### src/rtl/clkgate_arb.sv
// Round-robin arbiter that hands a gated clock to one requester for a counted burst.
// Every output is a flop, so a downstream clkgate sees a glitch-free, edge-aligned gate.
module clkgate_arb #(
  parameter int REQS = 2,
  parameter int LENW = 8
) (
  input  logic                 clk,
  input  logic                 rst_n,
  input  logic [REQS-1:0]      req,
  input  logic [REQS*LENW-1:0] len,
  output logic [REQS-1:0]      grant,
  output logic                 gate,
  output logic                 busy,
  output logic [REQS-1:0]      done,
  output logic [1:0]           state_dbg
);

  localparam int OW = (REQS > 1) ? $clog2(REQS) : 1;

  localparam logic [1:0] IDLE = 2'd0;
  localparam logic [1:0] RUN  = 2'd1;
  localparam logic [1:0] GAP  = 2'd2;

  logic [1:0]      state;
  logic [LENW-1:0] cnt;
  logic [OW-1:0]   last_owner;

  logic            win_found;
  logic [OW-1:0]   win_idx;
  logic [LENW-1:0] win_len;

  function automatic logic [REQS-1:0] onehot(input logic [OW-1:0] i);
    onehot    = '0;
    onehot[i] = 1'b1;
  endfunction

  // Search upward from the previous owner so the last winner ranks lowest.
  always_comb begin
    int            idx;
    int            base;
    logic [OW-1:0] cand;
    win_found = 1'b0;
    win_idx   = last_owner;
    idx       = 0;
    cand      = '0;
    for (int k = 1; k <= REQS; k++) begin
      idx = int'(last_owner) + k;
      if (idx >= REQS) idx = idx - REQS;
      cand = OW'(idx);
      if (!win_found && req[cand]) begin
        win_found = 1'b1;
        win_idx   = cand;
      end
    end
    base    = int'(win_idx) * LENW;
    win_len = len[base +: LENW];
  end

  // cnt holds the remaining pulses after the current one; gate falls when it reaches zero.
  always_ff @(posedge clk or negedge rst_n) begin
    if (!rst_n) begin
      state      <= IDLE;
      cnt        <= '0;
      last_owner <= OW'(REQS - 1);
      grant      <= '0;
      gate       <= 1'b0;
      busy       <= 1'b0;
      done       <= '0;
    end else begin
      case (state)
        IDLE: begin
          done <= '0;
          if (win_found) begin
            last_owner <= win_idx;
            busy       <= 1'b1;
            if (win_len != '0) begin
              cnt   <= win_len - 1'b1;
              grant <= onehot(win_idx);
              gate  <= 1'b1;
              state <= RUN;
            end else begin
              cnt   <= '0;
              done  <= onehot(win_idx);
              state <= GAP;
            end
          end
        end
        RUN: begin
          if (cnt != '0) begin
            cnt <= cnt - 1'b1;
          end else begin
            gate  <= 1'b0;
            grant <= '0;
            done  <= onehot(last_owner);
            state <= GAP;
          end
        end
        GAP: begin
          done  <= '0;
          busy  <= 1'b0;
          state <= IDLE;
        end
        default: begin
          grant <= '0;
          gate  <= 1'b0;
          busy  <= 1'b0;
          done  <= '0;
          state <= IDLE;
        end
      endcase
    end
  end

  assign state_dbg = state;

endmodule
### config.mk
export PLATFORM = sky130hd
export DESIGN_NAME = clkgate_arb
export DESIGN_NICKNAME = d
export VERILOG_FILES = /design/src/rtl/clkgate_arb.sv
export SDC_FILE = /design/constraint.sdc
export NUM_CORES = 1
export LEC_CHECK = 0
export BUFFER_PORTS_ARGS = -buffer_cell sky130_fd_sc_hd__buf_4
export CORE_AREA = 2 2 51 53
export DETAILED_ROUTE_END_ITERATION = 7
export DIE_AREA = 0 0 53 55
export HOLD_SLACK_MARGIN = 0.08
export PLACE_DENSITY_LB_ADDON = 0.1
export SLEW_MARGIN = 20
export SYNTH_ARGS = -nofsm -noshare
export SYNTH_HDL_FRONTEND = slang
export SYNTH_SLANG_ARGS = --single-unit
### constraint.sdc
create_clock -name clk -period 3.4 [get_ports clk]
set_input_delay 0.68 -clock clk [delete_from_list [all_inputs] [get_ports clk]]
set_output_delay 0.68 -clock clk [all_outputs]
set_load 0.01 [all_outputs]
[After elaboration in Yosys (flattened, before gate mapping)]
Index checks and enable logic that the tools add are counted.
Word-level totals
  word-level logic and storage cells: 79
  bits in registers: 17
  bits of input ports: 20
  output and inout bits: 8
Operators by class
  bitwise logic cells: 2
  reduce and logical (&&, ||, !) cells: 13
  $add $sub $neg: 6
  magnitude comparators: 8
  equal/unequal tests: 6
  multiplexer cells: 36
  shift operators: 1
Operator list (number)
  two-way mux 8 bit: 3
  two-way mux 2 bit: 9
  two-way mux 1 bit: 16
  one-hot mux 8 bit (2 select lines): 1
  nonzero test 8 bit: 2
  variable part select 16 x 5 -> 8 bit: 1
  subtractor 8 x 1 -> 8 bit (second input constant): 2
  less-than comparator 1 x 2 -> 1 bit (second input constant): 4
  inequality test 2 bit (second input constant): 4
  one-hot mux 2 bit (2 select lines): 2
  one-hot mux 2 bit (3 select lines): 1
  AND reduction 2 bit: 3
  AND reduction 4 bit: 1
  adder 1 x 2 -> 3 bit (second input constant): 1
  greater-or-equal comparator 3 x 2 -> 1 bit (second input constant): 1
  logical AND 1 bit: 3
  one-hot mux 1 bit (3 select lines): 1
  AND reduction 3 bit: 1
  adder 1 x 1 -> 2 bit (second input constant): 1
  demux 1 bit (select 1 bit): 2
  == test 2 x 1 -> 1 bit (second input constant): 1
  == test 2 bit (second input constant): 1
  greater-or-equal comparator 1 bit (second input constant): 2
  greater-or-equal comparator 2 bit (second input constant): 1
  6 further kinds: 8

[Depth between registers and ports, before layout]
  word-level depth: 16
  depth in mapped cells: 8
  depth with buffers taken out: 7

[Worst setup path after synthesis]
No wires, ideal clock.
  path kind: input to register
  start point: in len[1]
  end point: reg cnt[0]
  arrival time: 2034 ps
  cell stages on the path: 5
  setup slack: 1240 ps
  data required time: 3274 ps
  path buffers: 0
  setup time: 126 ps
  cell sequence: or3_4 a2111oi_4 a22o_2 a21oi_2 a221o_1
On the way
  word-level cells in the longest chain between the ends: 5
Ends and longest elaborated chain
  start, declared: line 10  | input logic [REQS*LENW-1:0] len,
  variable part select 16 x 5 -> 8 bit: line 56  | win_len = len[base +: LENW];
  nonzero test 8 bit: line 76  | if (win_len != '0) begin
  two-way mux 8 bit: line 76
  two-way mux 8 bit: line 73  | if (win_found) begin
  one-hot mux 8 bit (2 select lines): line 70  | case (state)
  end signal, assigned: line 77  | cnt <= win_len - 1'b1;
  end signal, assigned: line 90  | cnt <= cnt - 1'b1;
  end, declared: line 25  | logic [LENW-1:0] cnt;
Every way passes these cells. The select of a mux whose other input is x is not followed.
A chain may end at the register's enable or synchronous reset.

[Worst setup path after layout]
  start point: reg cnt[0]
  end point: reg cnt[2]
On the way
  word-level cells in the longest chain between the ends: 3
  elaborated cells between the ends (all ways): 6
  those cells by class: 1 x add/sub; 1 x eq/ne; 2 x mux; 2 x reduce/logical
Ends and longest elaborated chain (line)
  subtractor 8 x 1 -> 8 bit or nonzero test 8 bit (tied branches): 90, 89
  two-way mux 8 bit or inequality test 2 bit (tied branches)
  one-hot mux 8 bit (2 select lines) or AND reduction 3 bit (tied branches)
Parallel ways exist; a longest one is shown, timed or not. The select of a mux whose other input is x is not followed.

==> results.py <==
metrics = {
    "run_status": {
        "run_status": "finished clean",
    },
    "synth": {
        "post_synth_instance_area_um2": 1260,
        "gate_count_post_synth": 144,
        "yosysUniqueCellTypes": 47,
        "synth_sequential_area_ratio_pct": 33.7,
        "yosys_register_bits": 17,
        "synth-async-reset-ratio_pct": 100,
        "mappedNetlistNets": 166,
        "ys.warnings.count": 0,
        "syn_avg_cell_area_um2": 8.78,
        "postSynth.topFlopCell": "sky130_fd_sc_hd__dfrtp_1",
        "synth_edf_count": 0,
    },
    "floorplanning": {
        "floorplan.die_area_um2": 2920,
        "die-width_um": 53,
        "io_pins": 28,
        "die_h_um": 55,
        "rows": 18,
        "initial_util_pct": 53.5,
        "fp.coreArea_um2": 2360,
    },
    "drt": {
        "first_pass_iters": 4,
        "detail_route.iter0.violations": 18,
        "routed_wirelength_um": 3150,
        "drt_antenna_net_count": 0,
        "route.vias.total": 1251,
        "detail_route.drc_violations": 0,
        "post_drt_via_cell_ratio": 6.22,
        "routed_length_per_instance_um": 15.7,
    },
    "clocking": {
        "cts.sink_count": 17,
        "clockBufferDepth": 2,
        "post_cts_hold_buffer_count": 0,
        "worst_skew_pair.late_latency_ps": 300,
        "post_cts_resized": 0,
        "cts_buffers": 3,
        "cts_tree": "done",
        "cts.clk_slew.worst_paths_ps": 110,
        "buffer_count_from_post_cts_setup_fixing": 0,
        "root_buffer": "sky130_fd_sc_hd__clkbuf_4",
        "htree_levels": 1,
    },
    "global_route": {
        "grt_total_usage_pct": 23.7,
        "wire_length_of_the_first_global_routing_pass_um": 5000,
        "grt_remaining_overflow": 0,
        "antenna_found_initial": 0,
        "grt_pass1_vias": 1101,
        "grt_max_degree": 18,
    },
    "worst_setup_path": {
        "setup.worst_path.end_class": "register",
        "worstPathRequired_ps": 3570,
        "arrival_ps": 2330,
        "cp-start-kind": "register",
        "crit-reg2reg-capture": "cnt[2]",
        "criticalPathCategory": "reg2reg",
        "ff2ff_path_depth": 7,
        "ff2ff_setup_slack_ps": 1240,
        "largest_fanout_of_any_net_on_the_critical_path": 6,
        "worst_r2r_startpoint": "cnt[0]",
    },
    "timing": {
        "final.min_clock_period_ps": 2160,
        "report.final.setup_viol": 0,
        "slew-limit-headroom_pct": 52.2,
        "worst_case_clock_skew_ps": 9.03,
        "rsz0062_at_grt": "no",
        "slew_violations": 0,
        "finalHoldViolCount": 0,
        "worst_case_setup_margin_in_the_final_layout_ps": 1240,
        "finalCritPeriodShare_pct": 63.4,
        "setup-tns-final_ps": 0,
        "maxClockFrequency_mhz": 464,
        "worst_hold_slack_ps": 217,
        "max_slew.worst_pin.slew_ps": 713,
    },
    "placed_design": {
        "placement.cell_area_um2": 1480,
        "placement.io_buffers": 27,
        "dp_hpwl_um": 2450,
        "place_ws_ps": 977,
        "gp_routability_congestion": 0.880,
    },
    "power_and_ir_drop": {
        "pwr_density_cell_nw_per_um2": 661,
        "vdd_ir_drop_max_v": 0.000485,
        "power.static_leakage_nw": 0.638,
        "p_total_uw": 998,
    },
    "finish": {
        "layout-drive-gt1-share_pct": 25.1,
        "layout-area-overhead-vs-synth_pct": 19.4,
        "nFillCells": 220,
        "nNetsFinal": 194,
        "antennaDiodeCount": 0,
        "final_cell_area_um2": 1510,
    },
    "min_path": {
        "holdCritPathClass": "in2async",
    },
    "flow_run": {
        "maxCapViolCount": 0,
    },
}
[report_power, final]
part	leakage [nW]	internal, mW	switching (mW)	total (mW)
Sequential	0.197	0.292	0.0764	0.369
Clock	0.0139	0.0448	0.0698	0.115
Combinational	0.427	0.236	0.278	0.514
[worst max-delay path, cell delays in order (launching register included)]
cell and delay, ps:
sky130_fd_sc_hd__dfrtp_1 440, sky130_fd_sc_hd__inv_1 120, sky130_fd_sc_hd__ha_1 200, sky130_fd_sc_hd__or3b_2 480
sky130_fd_sc_hd__or2_1 340, sky130_fd_sc_hd__a21oi_4 230, sky130_fd_sc_hd__o31a_1 170, sky130_fd_sc_hd__a31oi_1 40
[cell type report]
cell class | instances | area (µm²) | share of cell area, %
tap | 30 | 37.5 | 2.49
multi-input combinational | 120 | 802 | 53.1
sequential | 17 | 427 | 28.3
clock buffer | 3 | 22.5 | 1.49
inverter | 3 | 11.3 | 0.746
clock inverter | 1 | 7.51 | 0.497
timing repair buffer | 27 | 203 | 13.4
[Yosys cell counts, drive strengths merged (2+ instances only)]
master | instances | share of area (%)
mux2 | 3 | 2.7
o31a | 2 | 1.4
or2 | 2 | 0.99
a21o | 4 | 2.4
inv | 3 | 0.89
nor4 | 2 | 0.99
xnor2 | 3 | 2.1
mux2i | 6 | 4.7
nor2b | 2 | 0.99
o21ai | 12 | 4.7
dfrtp | 16 | 32
nor3 | 8 | 3.2
and2 | 4 | 2.0
or3 | 3 | 2.3
buf | 3 | 1.7
nand2 | 13 | 3.9
a221o | 2 | 1.6
nor2 | 15 | 4.5
a221oi | 2 | 1.4
o211ai | 4 | 2.4
a21oi | 9 | 4.7
o22ai | 3 | 1.5
ha | 2 | 2.0
o32ai | 2 | 1.4
a22o | 2 | 1.5
nand3 | 3 | 1.2
[per-layer routing]
layer	vias to the layer above	share of wire [%]	track usage, %
met5	-	0	0
met4	0	0.95	6.41
met3	5	5.8	3.23
met2	40	49	42.3
met1	607	44	30.1
li1	599	-	-
[how the worst max path moves through the flow]
stage | start | end | cells after the start
global route | len[8] | cnt[0] | 6
CTS | cnt[0] | cnt[2] | 7
global placement | req[1] | cnt[7] | 6
detailed placement | len[1] | cnt[0] | 6
floorplan | len[1] | cnt[0] | 5
finish | cnt[0] | cnt[2] | 7
[kinds of logic after synthesis]
group | count (synthesis) | share of synthesized area [%]
adder cells (fa/ha/maj) | 2 | 1.98
multiplexers | 9 | 7.42
AO/OA/AOI/OAI | 49 | 28.9
AND/OR/NAND/NOR | 56 | 22.4
XOR/XNOR | 4 | 2.77
flip-flops | 17 | 33.7
buffers and inverters | 7 | 2.87
[state kept, by name, summed over array words and instances, names as in the netlist]
register / flops
done: 2
busy: 1
state_dbg: 2
last_owner: 1
cnt: 8
grant: 2
gate: 1
[metrics by stage]
stage               util, %  std cells
floorplan                 -        144
global placement       62.6        197
detailed placement     62.6        197
CTS                    63.9        201
global route           63.9        201
finish                 63.9        201
[layout by cell type (no fill, tap or decap), types with 3 or more instances in the layout]
cell type,netlist,layout
sky130_fd_sc_hd__a21o_1,4,4
sky130_fd_sc_hd__a21oi_1,7,7
sky130_fd_sc_hd__and2_1,4,4
sky130_fd_sc_hd__buf_4,0,27
sky130_fd_sc_hd__clkbuf_4,0,3
sky130_fd_sc_hd__dfrtp_1,16,16
sky130_fd_sc_hd__inv_1,3,3
sky130_fd_sc_hd__mux2_2,3,3
sky130_fd_sc_hd__mux2i_1,6,6
sky130_fd_sc_hd__nand2_1,13,13
sky130_fd_sc_hd__nand3_1,3,3
sky130_fd_sc_hd__nor2_1,15,15
sky130_fd_sc_hd__nor3_1,8,8
sky130_fd_sc_hd__o211ai_1,4,4
sky130_fd_sc_hd__o21ai_0,11,11
sky130_fd_sc_hd__o22ai_1,3,3
sky130_fd_sc_hd__xnor2_1,3,3
(Power assumes the default switching activity.)
